[src/rtl/seq_packetizer.sv]
// Serializes one REC_W-bit sequence record per handshake into a WORD_W-bit valid/ready/last stream.
// Optional header word per packet: define SEQ_PKT_HDR_EN.
module seq_packetizer #(
    parameter int REC_W  = 296,
    parameter int WORD_W = 32,
    parameter int CNT_W  = 16
) (
    input  logic              clk,
    input  logic              reset,
    input  logic [0:REC_W-1]  recIn,
    input  logic              recIn_val,
    output logic              recIn_ready,
    output logic [WORD_W-1:0] dataOut,
    output logic              dataOut_val,
    input  logic              dataOut_ready,
    output logic              dataOut_last,
    output logic [CNT_W-1:0]  packetsSent
);

    localparam int NWORDS = (REC_W + WORD_W - 1) / WORD_W;
    localparam int IDX_W  = (NWORDS > 1) ? $clog2(NWORDS) : 1;
    localparam logic ONE_WORD = (NWORDS == 1);

`ifdef SEQ_PKT_HDR_EN
    typedef enum logic [1:0] {IDLE, SEND, HDR} state_t;
    localparam state_t FIRST_STATE = HDR;
`else
    typedef enum logic [1:0] {IDLE, SEND} state_t;
    localparam state_t FIRST_STATE = SEND;
`endif

    state_t stateReg, stateNext;

    logic [IDX_W-1:0]        idxReg, idxNext, idxInc;
    logic [0:REC_W-1]        recReg, recNext;
    logic [WORD_W-1:0]       dataNext;
    logic                    valNext, lastNext;
    logic [CNT_W-1:0]        packetsNext;
    logic [0:NWORDS*WORD_W-1] regPad;
    logic [WORD_W-1:0]       regWords [NWORDS];
    logic [WORD_W-1:0]       firstWord;
    logic                    accept, xfer, lastXfer;

    // Zero-pad the held record to a whole number of words; bit 0 lands in the MSB of word 0.
    always_comb begin
        regPad = '0;
        regPad[0:REC_W-1] = recReg;
    end

    generate
        for (genvar gi = 0; gi < NWORDS; gi++) begin : gen_words
            assign regWords[gi] = regPad[gi*WORD_W +: WORD_W];
        end
    endgenerate

    always_comb begin
        recIn_ready = 1'b0;
        if (!reset) begin
            case (stateReg)
                IDLE:    recIn_ready = 1'b1;
                SEND:    recIn_ready = dataOut_last && dataOut_ready;
                default: recIn_ready = 1'b0;
            endcase
        end
    end

    assign accept   = recIn_val && recIn_ready;
    assign xfer     = dataOut_val && dataOut_ready;
    assign lastXfer = xfer && dataOut_last;
    assign idxInc   = idxReg + IDX_W'(1);
    assign packetsNext = lastXfer ? packetsSent + CNT_W'(1) : packetsSent;

    // The header carries the count as it will read after this cycle, so a
    // back-to-back header already reflects the packet finishing right now.
`ifdef SEQ_PKT_HDR_EN
    assign firstWord = WORD_W'({16'hA55A, packetsNext[7:0], 8'(NWORDS)});
`else
    assign firstWord = recIn[0 +: WORD_W];
`endif

    // State register
    always_ff @(posedge clk) begin
        if (reset) begin
            stateReg <= IDLE;
        end else begin
            stateReg <= stateNext;
        end
    end

    // Next-state logic
    always_comb begin
        stateNext = stateReg;
        case (stateReg)
            IDLE: if (accept) stateNext = FIRST_STATE;
`ifdef SEQ_PKT_HDR_EN
            HDR:  if (xfer) stateNext = SEND;
`endif
            SEND: if (lastXfer) stateNext = accept ? FIRST_STATE : IDLE;
            default: stateNext = IDLE;
        endcase
    end

    // Output / datapath next values
    always_comb begin
        recNext  = accept ? recIn : recReg;
        idxNext  = idxReg;
        dataNext = dataOut;
        valNext  = dataOut_val;
        lastNext = dataOut_last;
        case (stateReg)
            IDLE: begin
                if (accept) begin
                    idxNext  = '0;
                    dataNext = firstWord;
                    valNext  = 1'b1;
`ifdef SEQ_PKT_HDR_EN
                    lastNext = 1'b0;
`else
                    lastNext = ONE_WORD;
`endif
                end
            end
`ifdef SEQ_PKT_HDR_EN
            HDR: begin
                if (xfer) begin
                    idxNext  = '0;
                    dataNext = regWords[0];
                    lastNext = ONE_WORD;
                end
            end
`endif
            SEND: begin
                if (xfer) begin
                    if (dataOut_last) begin
                        if (accept) begin
                            idxNext  = '0;
                            dataNext = firstWord;
                            valNext  = 1'b1;
`ifdef SEQ_PKT_HDR_EN
                            lastNext = 1'b0;
`else
                            lastNext = ONE_WORD;
`endif
                        end else begin
                            dataNext = '0;
                            valNext  = 1'b0;
                            lastNext = 1'b0;
                        end
                    end else begin
                        idxNext  = idxInc;
                        dataNext = regWords[idxInc];
                        lastNext = (idxInc == IDX_W'(NWORDS - 1));
                    end
                end
            end
            default: ;
        endcase
    end

    always_ff @(posedge clk) begin
        if (reset) begin
            idxReg       <= '0;
            dataOut      <= '0;
            dataOut_val  <= 1'b0;
            dataOut_last <= 1'b0;
            packetsSent  <= '0;
        end else begin
            idxReg       <= idxNext;
            dataOut      <= dataNext;
            dataOut_val  <= valNext;
            dataOut_last <= lastNext;
            packetsSent  <= packetsNext;
        end
    end

    // The record holding register needs no reset: it is only read while a packet is in flight.
    always_ff @(posedge clk) begin
        recReg <= recNext;
    end

endmodule

[config.mk]
export PLATFORM = sky130hd
export DESIGN_NAME = seq_packetizer
export DESIGN_NICKNAME = d
export VERILOG_FILES = /design/src/rtl/seq_packetizer.sv
export SDC_FILE = /design/constraint.sdc
export NUM_CORES = 1
export LEC_CHECK = 0
export CORE_UTILIZATION = 55
export CTS_BUF_LIST = sky130_fd_sc_hd__clkbuf_8
export CTS_CLUSTER_SIZE = 14
export DETAILED_ROUTE_END_ITERATION = 10
export DONT_BUFFER_PORTS = 1
export PLACE_DENSITY = 0.7
export RECOVER_POWER = 50
export SYNTH_ARGS = -nofsm -noshare
export SYNTH_HDL_FRONTEND = slang
export SYNTH_SLANG_ARGS = --single-unit
[constraint.sdc]
create_clock -name clk -period 18.7 [get_ports clk]
set_input_delay 2.805 -clock clk [delete_from_list [all_inputs] [get_ports clk]]
set_output_delay 2.805 -clock clk [all_outputs]
set_load 0.02 [all_outputs]
==> results of run 1 <==
layer usage:
layer  wire length, um  global-route usage (%)  up-vias
met5                13                       0        -
met1             10700                    27.0     3704
li1                  -                       -     3273
met2             16200                    40.3      434
met3              3090                    8.16       50
met4               698                    9.57        2
where the power goes:
part | total [mW] | leakage (nW) | internal [mW] | switching, mW
registers | 0.924 | 3.19 | 0.898 | 0.0260
clock network | 0.611 | 0.606 | 0.324 | 0.287
logic | 0.0794 | 1.06 | 0.0317 | 0.0476
worst paths after layout:
kind	startpoint	end	depth (start not counted)
setup / recovery	reset	dataOut[0]	7
hold / removal	recReg[264]	dataOut[23]	2
setup reg to reg	dataOut_last	dataOut[0]	7
hold reg to reg	recReg[264]	dataOut[23]	2
state kept, by name, indices dropped and copies added, names as in the netlist:
register / cells
dataOut_last: 1
packetsSent: 16
dataOut: 32
stateReg: 1
idxReg: 4
recReg: 296
dataOut_val: 1
synthesized netlist by cell type (5+ instances only):
cell type and n:
sky130_fd_sc_hd__edfxtp_1 296, sky130_fd_sc_hd__nand2_1 73, sky130_fd_sc_hd__mux4_2 62, sky130_fd_sc_hd__nor2_1 62, sky130_fd_sc_hd__dfxtp_1 55, sky130_fd_sc_hd__a21oi_1 34, sky130_fd_sc_hd__clkbuf_1 25, sky130_fd_sc_hd__a211oi_1 16
sky130_fd_sc_hd__nor4_1 16, sky130_fd_sc_hd__a221oi_1 13, sky130_fd_sc_hd__mux2_2 13, sky130_fd_sc_hd__mux2i_1 13, sky130_fd_sc_hd__a221o_1 12, sky130_fd_sc_hd__xor2_1 12, sky130_fd_sc_hd__buf_2 10, sky130_fd_sc_hd__nand3_1 9
sky130_fd_sc_hd__and3_1 7, sky130_fd_sc_hd__nand4_1 7, sky130_fd_sc_hd__nor3_1 6, sky130_fd_sc_hd__buf_6 5, sky130_fd_sc_hd__o21ai_0 5
worst max-delay path, delay by kind of cell:
kind,cells,cell delay (ps)
AO/OA/AOI/OAI,3,690
AND/OR/NAND/NOR,1,180
buffers and inverters,3,7130
cell families (layout without fill, tap and decap cells):
| logic type | after synthesis | after routing | synth area share, % |
|---|---|---|---|
| AOI/OAI and AO/OA | 103 | 103 | 5.26 |
| xor gates and xnor gates | 18 | 18 | 1.25 |
| adders and majority gates | 3 | 3 | 0.272 |
| buffers and inverters | 54 | 108 | 2.18 |
| DFF | 351 | 351 | 72.3 |
| muxes | 88 | 88 | 12.1 |
| other | 0 | 10 | 0 |
| and+or+nand+nor | 200 | 200 | 6.66 |
final cells by class:
class                           count  area, um2
Antenna cell                       10       25.0
Clock buffer                       60        826
Multi-Input combinational cell    412       3590
Fill cell                        1755       9340
Tap cell                          324        405
Timing Repair Buffer                5       37.5
Clock inverter                     40        231
Inverter                            3       12.5
Sequential cell                   351       9990
==> flow_metrics.env, run 1 <==
export IMPL_run_status="finished, violations left"
export IMPL_violated_checks="capacitance limit, slew limit"
export IMPL_period_minus_slack_ps=10460
export IMPL_detail_route_wl_per_cell_um=25.4
export IMPL_timing_clock_skew_ps=29.6
export IMPL_postSynth_topFlopCell="sky130_fd_sc_hd__edfxtp_1"
export IMPL_instances_no_fill=1205
export IMPL_dpl_cell_count=1095
export IMPL_cts_num_sinks=351
export IMPL_maxcap_violations=2
export IMPL_cts_reportedPaths_clkPinSlew_ps=70
export IMPL_tightest_slew_ps=6080
export IMPL_fin_nets=1130
export IMPL_hold_viol=0
export IMPL_synth_fp_nets=1120
export IMPL_numPortBuffers=0
export IMPL_synth_distinct_cells=51
export IMPL_ctsHoldBuffers=0
export IMPL_layout_core_utilization_pct=61.8
export IMPL_post_cts_resized=0
export IMPL_slowest_stage="sky130_fd_sc_hd__clkinvlp_2"
export IMPL_drc=0
export IMPL_p_total_mw=1.61
export IMPL_synth_largest_area_cell="sky130_fd_sc_hd__edfxtp_1"
export IMPL_leading_cell_type_in_the_layout_fill_and_taps_excluded="sky130_fd_sc_hd__edfxtp_1"
export IMPL_drt_initial_drc_count=679
export IMPL_critPathMaxStageDelay_ps=4450
export IMPL_detailedPlacementHpwl_um=20500
export IMPL_grt_usage_pct=23.5
export IMPL_finalSetupTns_ps=0
export IMPL_htreeDepth=2
export IMPL_timing_reg2reg_setup_slack_ps=9980
export IMPL_timing_fmax_ghz=0.0956
export IMPL_detail_route_first_pass_iterations=5
export IMPL_tritoncts_clock_tree="yes"
export IMPL_worst_ir_drop_vdd_mv=0.0828
export IMPL_synthesis_yosys_warnings=0
export IMPL_data_arrival_at_the_endpoint_of_the_critical_path_ps=10910
export IMPL_cellPowerDensity_nw_per_um2=107
export IMPL_rsz0062_at_grt="no"
export IMPL_worst_path_most_repeated_cell="sky130_fd_sc_hd__buf_4"
export IMPL_globalplace_congestion=0.844
export IMPL_clockBufferDepth=3
export IMPL_syn_area_per_cell_um2=16.9
export IMPL_number_of_antenna_violations_at_the_first_check_in_global_routing=10
export IMPL_fp_dieH_um=161
export IMPL_finalCritPeriodShare_pct=55.9
export IMPL_crit_type="in -> reg"
export IMPL_finalSetupViolations=0
export IMPL_crit_path_max_fanout=146
export IMPL_fin_hold_ws_ps=523
export IMPL_post_dp_cell_area_um2=14100
export IMPL_synth_enable_flop_cells=296
export IMPL_num_io_pins=351
export IMPL_core_area_um2=24500
export IMPL_clock_root_buffer="sky130_fd_sc_hd__clkbuf_8"
export IMPL_ant_nets=0
export IMPL_data_required_time_at_the_worst_endpoint_ps=19150
export IMPL_layout_cells_sized_above_1_pct=19.6
export IMPL_numCtsBuffers=54
export IMPL_vias_in_the_first_global_route=7694
export IMPL_synth_area_leaders="sky130_fd_sc_hd__edfxtp_1, sky130_fd_sc_hd__mux4_2, sky130_fd_sc_hd__dfxtp_1, sky130_fd_sc_hd__nand2_1, sky130_fd_sc_hd__nor2_1"
export IMPL_ys_async_sr_fraction_pct=0
export IMPL_grt_remaining_overflow=0
export IMPL_number_of_rows_created_at_floorplan=57
export IMPL_critical_path_cell_chain="nand2b_1 > a21o_1 > clkinvlp_2 > buf_4 > buf_4 > a221oi_1 > a211oi_1"
export IMPL_cellLeakagePower_nw=4.86
export IMPL_syn2layout_area_growth_pct=9.41
export IMPL_worstSkewPairLatency_ps=580
export IMPL_worst_setup_path_end_kind="register"
export IMPL_via_count=7463
export IMPL_slew_headroom_pct=-308
export IMPL_post_cts_repair_setup_buffers=0
export IMPL_final_area_um2=15100
export IMPL_finalWorstSetupSlack_ps=8240
export IMPL_syn_cell_area_um2=13800
export IMPL_initial_utilization_pct=56.5
export IMPL_die_area_um2=25800
export IMPL_via_per_inst=6.19
export IMPL_synthCells=817
export IMPL_share_of_synthesized_area_occupied_by_flip_flops_and_latches_pct=72.3
export IMPL_die_w_um=161
export IMPL_dpl_worst_slack_ps=12080
export IMPL_grt_start_max_net_pins=147
export IMPL_layout_common_cells="sky130_fd_sc_hd__edfxtp_1, sky130_fd_sc_hd__nand2_1, sky130_fd_sc_hd__nor2_1, sky130_fd_sc_hd__mux4_2, sky130_fd_sc_hd__clkbuf_8"
export IMPL_timing_max_transition_violations_final=182
export IMPL_hold_path_class="reg -> reg"
export IMPL_worst_setup_path_start_kind="input port"
export IMPL_global_route_wire_length_before_repair_um=44900
export IMPL_finalWirelength_um=30600
export IMPL_ys_ff_latch=351
export IMPL_yosys_area_top_type_share_pct=64.3
Note: power is estimated with default switching activity, not from simulation.
==> run 2: changes to the inputs <==
- clock period: 18.7 -> 10.1 ns (I/O delays scaled with it)
==> run 2 against run 1 <==
Against the previous run:
- the flow now finishes without violations
- first-iteration DRC count decreased by 7.4%
- clock power increased by 91%
- global-route usage decreased by 0.098 points
- count of clock-buffer cells in the layout increased by 1
- final cell count about the same
- setup slack got worse by 2100 ps
- critical path depth unchanged
- hold slack got worse by 17 ps
- via count decreased by 0.92%
- sequential share of layout area decreased by 0.27 points
- utilization increased by 0.25 points
- combinational power increased by 83%
==> flow_metrics.env, run 2 (synthesis results as in run 1) <==
export IMPL_finalWirelength_um=30300
export IMPL_htreeDepth=2
export IMPL_grt_remaining_overflow=0
export IMPL_slew_headroom_pct=19.9
export IMPL_rsz0062_at_grt="no"
export IMPL_timing_max_transition_violations_final=0
export IMPL_fin_nets=1131
export IMPL_via_per_inst=6.13
export IMPL_grt_start_max_net_pins=184
export IMPL_cellPowerDensity_nw_per_um2=199
export IMPL_ant_nets=0
export IMPL_vias_in_the_first_global_route=7608
export IMPL_num_io_pins=351
export IMPL_ctsHoldBuffers=0
export IMPL_layout_core_utilization_pct=62.1
export IMPL_data_arrival_at_the_endpoint_of_the_critical_path_ps=4380
export IMPL_crit_type="in -> reg"
export IMPL_number_of_antenna_violations_at_the_first_check_in_global_routing=8
export IMPL_cellLeakagePower_nw=4.91
export IMPL_cts_reportedPaths_clkPinSlew_ps=70
export IMPL_largest_register_ffs=296
export IMPL_biggestRegsByFlops="recReg x296, dataOut x32, packetsSent x16"
export IMPL_detailedPlacementHpwl_um=20500
export IMPL_final_area_um2=15200
export IMPL_cts_num_sinks=351
export IMPL_maxcap_violations=0
export IMPL_drc=0
export IMPL_post_dp_cell_area_um2=14100
export IMPL_layout_cells_sized_above_1_pct=19.8
export IMPL_timing_clock_skew_ps=22.1
export IMPL_run_status="finished, final reports clean"
export IMPL_tightest_slew_ps=1200
export IMPL_period_minus_slack_ps=3960
export IMPL_finalSetupTns_ps=0
export IMPL_grt_usage_pct=23.4
export IMPL_global_route_wire_length_before_repair_um=44800
export IMPL_hold_path_class="reg -> reg"
export IMPL_die_w_um=161
export IMPL_data_required_time_at_the_worst_endpoint_ps=10530
export IMPL_worst_setup_path_end_kind="register"
export IMPL_regMostFlops="recReg"
export IMPL_detail_route_wl_per_cell_um=25.1
export IMPL_layout_common_cells="sky130_fd_sc_hd__edfxtp_1, sky130_fd_sc_hd__nand2_1, sky130_fd_sc_hd__nor2_1, sky130_fd_sc_hd__mux4_2, sky130_fd_sc_hd__clkbuf_8"
export IMPL_drt_initial_drc_count=629
export IMPL_fp_dieH_um=161
export IMPL_finalCritPeriodShare_pct=39.2
export IMPL_number_of_rows_created_at_floorplan=57
export IMPL_final_fill_count=1715
export IMPL_tritoncts_clock_tree="yes"
export IMPL_post_cts_resized=0
export IMPL_post_cts_repair_setup_buffers=0
export IMPL_hold_viol=0
export IMPL_worst_ir_drop_vdd_mv=0.146
export IMPL_worst_setup_path_start_kind="input port"
export IMPL_leading_cell_type_in_the_layout_fill_and_taps_excluded="sky130_fd_sc_hd__edfxtp_1"
export IMPL_initial_utilization_pct=56.5
export IMPL_via_count=7394
export IMPL_numPortBuffers=0
export IMPL_syn2layout_area_growth_pct=9.85
export IMPL_numCtsBuffers=55
export IMPL_globalplace_congestion=0.833
export IMPL_crit_path_max_fanout=183
export IMPL_worstSkewPairLatency_ps=570
export IMPL_die_area_um2=25800
export IMPL_finalSetupViolations=0
export IMPL_clock_root_buffer="sky130_fd_sc_hd__clkbuf_8"
export IMPL_detail_route_first_pass_iterations=5
export IMPL_timing_fmax_ghz=0.253
export IMPL_clockBufferDepth=3
export IMPL_core_area_um2=24500
run 2: power breakdown:
part / internal (mW) / switching (mW) / total (mW)
Combinational: 0.0571 / 0.0876 / 0.145
Clock: 0.635 / 0.536 / 1.17
Sequential: 1.65 / 0.0493 / 1.70
Total: 2.35 / 0.673 / 3.02
run 2: final timing paths:
kind | slack (ps) | startpoint | depth (start not counted) | to
min | 510 | recReg[286] | 2 | dataOut[1]
max | 6140 | reset | 7 | idxReg[2]
min reg2reg | 510 | recReg[286] | 2 | dataOut[1]
max reg2reg | 6300 | idxReg[0] | 7 | dataOut[31]
run 2: metal layers:
metal  vias to the layer above  part of all wire, %  GRT usage, %
met4                         0                  3.4          11.3
met5                         -                    0             0
met3                        66                  8.8          7.15
met2                       397                   52          39.9
met1                      3646                   36          27.1
li1                       3285                    -             -
run 2: stage by stage:
| step | setup slack [ps] | total power, mW | cells | hold WS, ps |
|---|---|---|---|---|
| finish | 6140 | 3.02 | 1206 | 506 |
| global route | 6030 | 3.12 | 1206 | 519 |
| CTS | 6200 | 3.05 | 1198 | 510 |
| detailed placement | 5760 | 1.88 | 1095 | 502 |
| global placement | 5930 | 1.87 | 1095 | 498 |
| floorplan | 3360 | 1.85 | 817 | 497 |
run 2: layout make-up:
class	count	area, um2	share of cell area, %
antenna	8	20.0	0.132
inverter	3	18.8	0.124
timing repair buffer	5	50.0	0.330
clock buffer	61	840	5.53
multi-input combinational	412	3590	23.7
tap	324	405	2.67
sequential	351	9990	65.8
clock inverter	42	265	1.75
run 2: worst max-delay path, stage by stage:
cell	delay, ps
sky130_fd_sc_hd__nand2b_1	210
sky130_fd_sc_hd__a21o_1	270
sky130_fd_sc_hd__inv_8	590
sky130_fd_sc_hd__buf_12	660
sky130_fd_sc_hd__o21ai_0	360
sky130_fd_sc_hd__o21ai_0	300
sky130_fd_sc_hd__a21oi_1	110
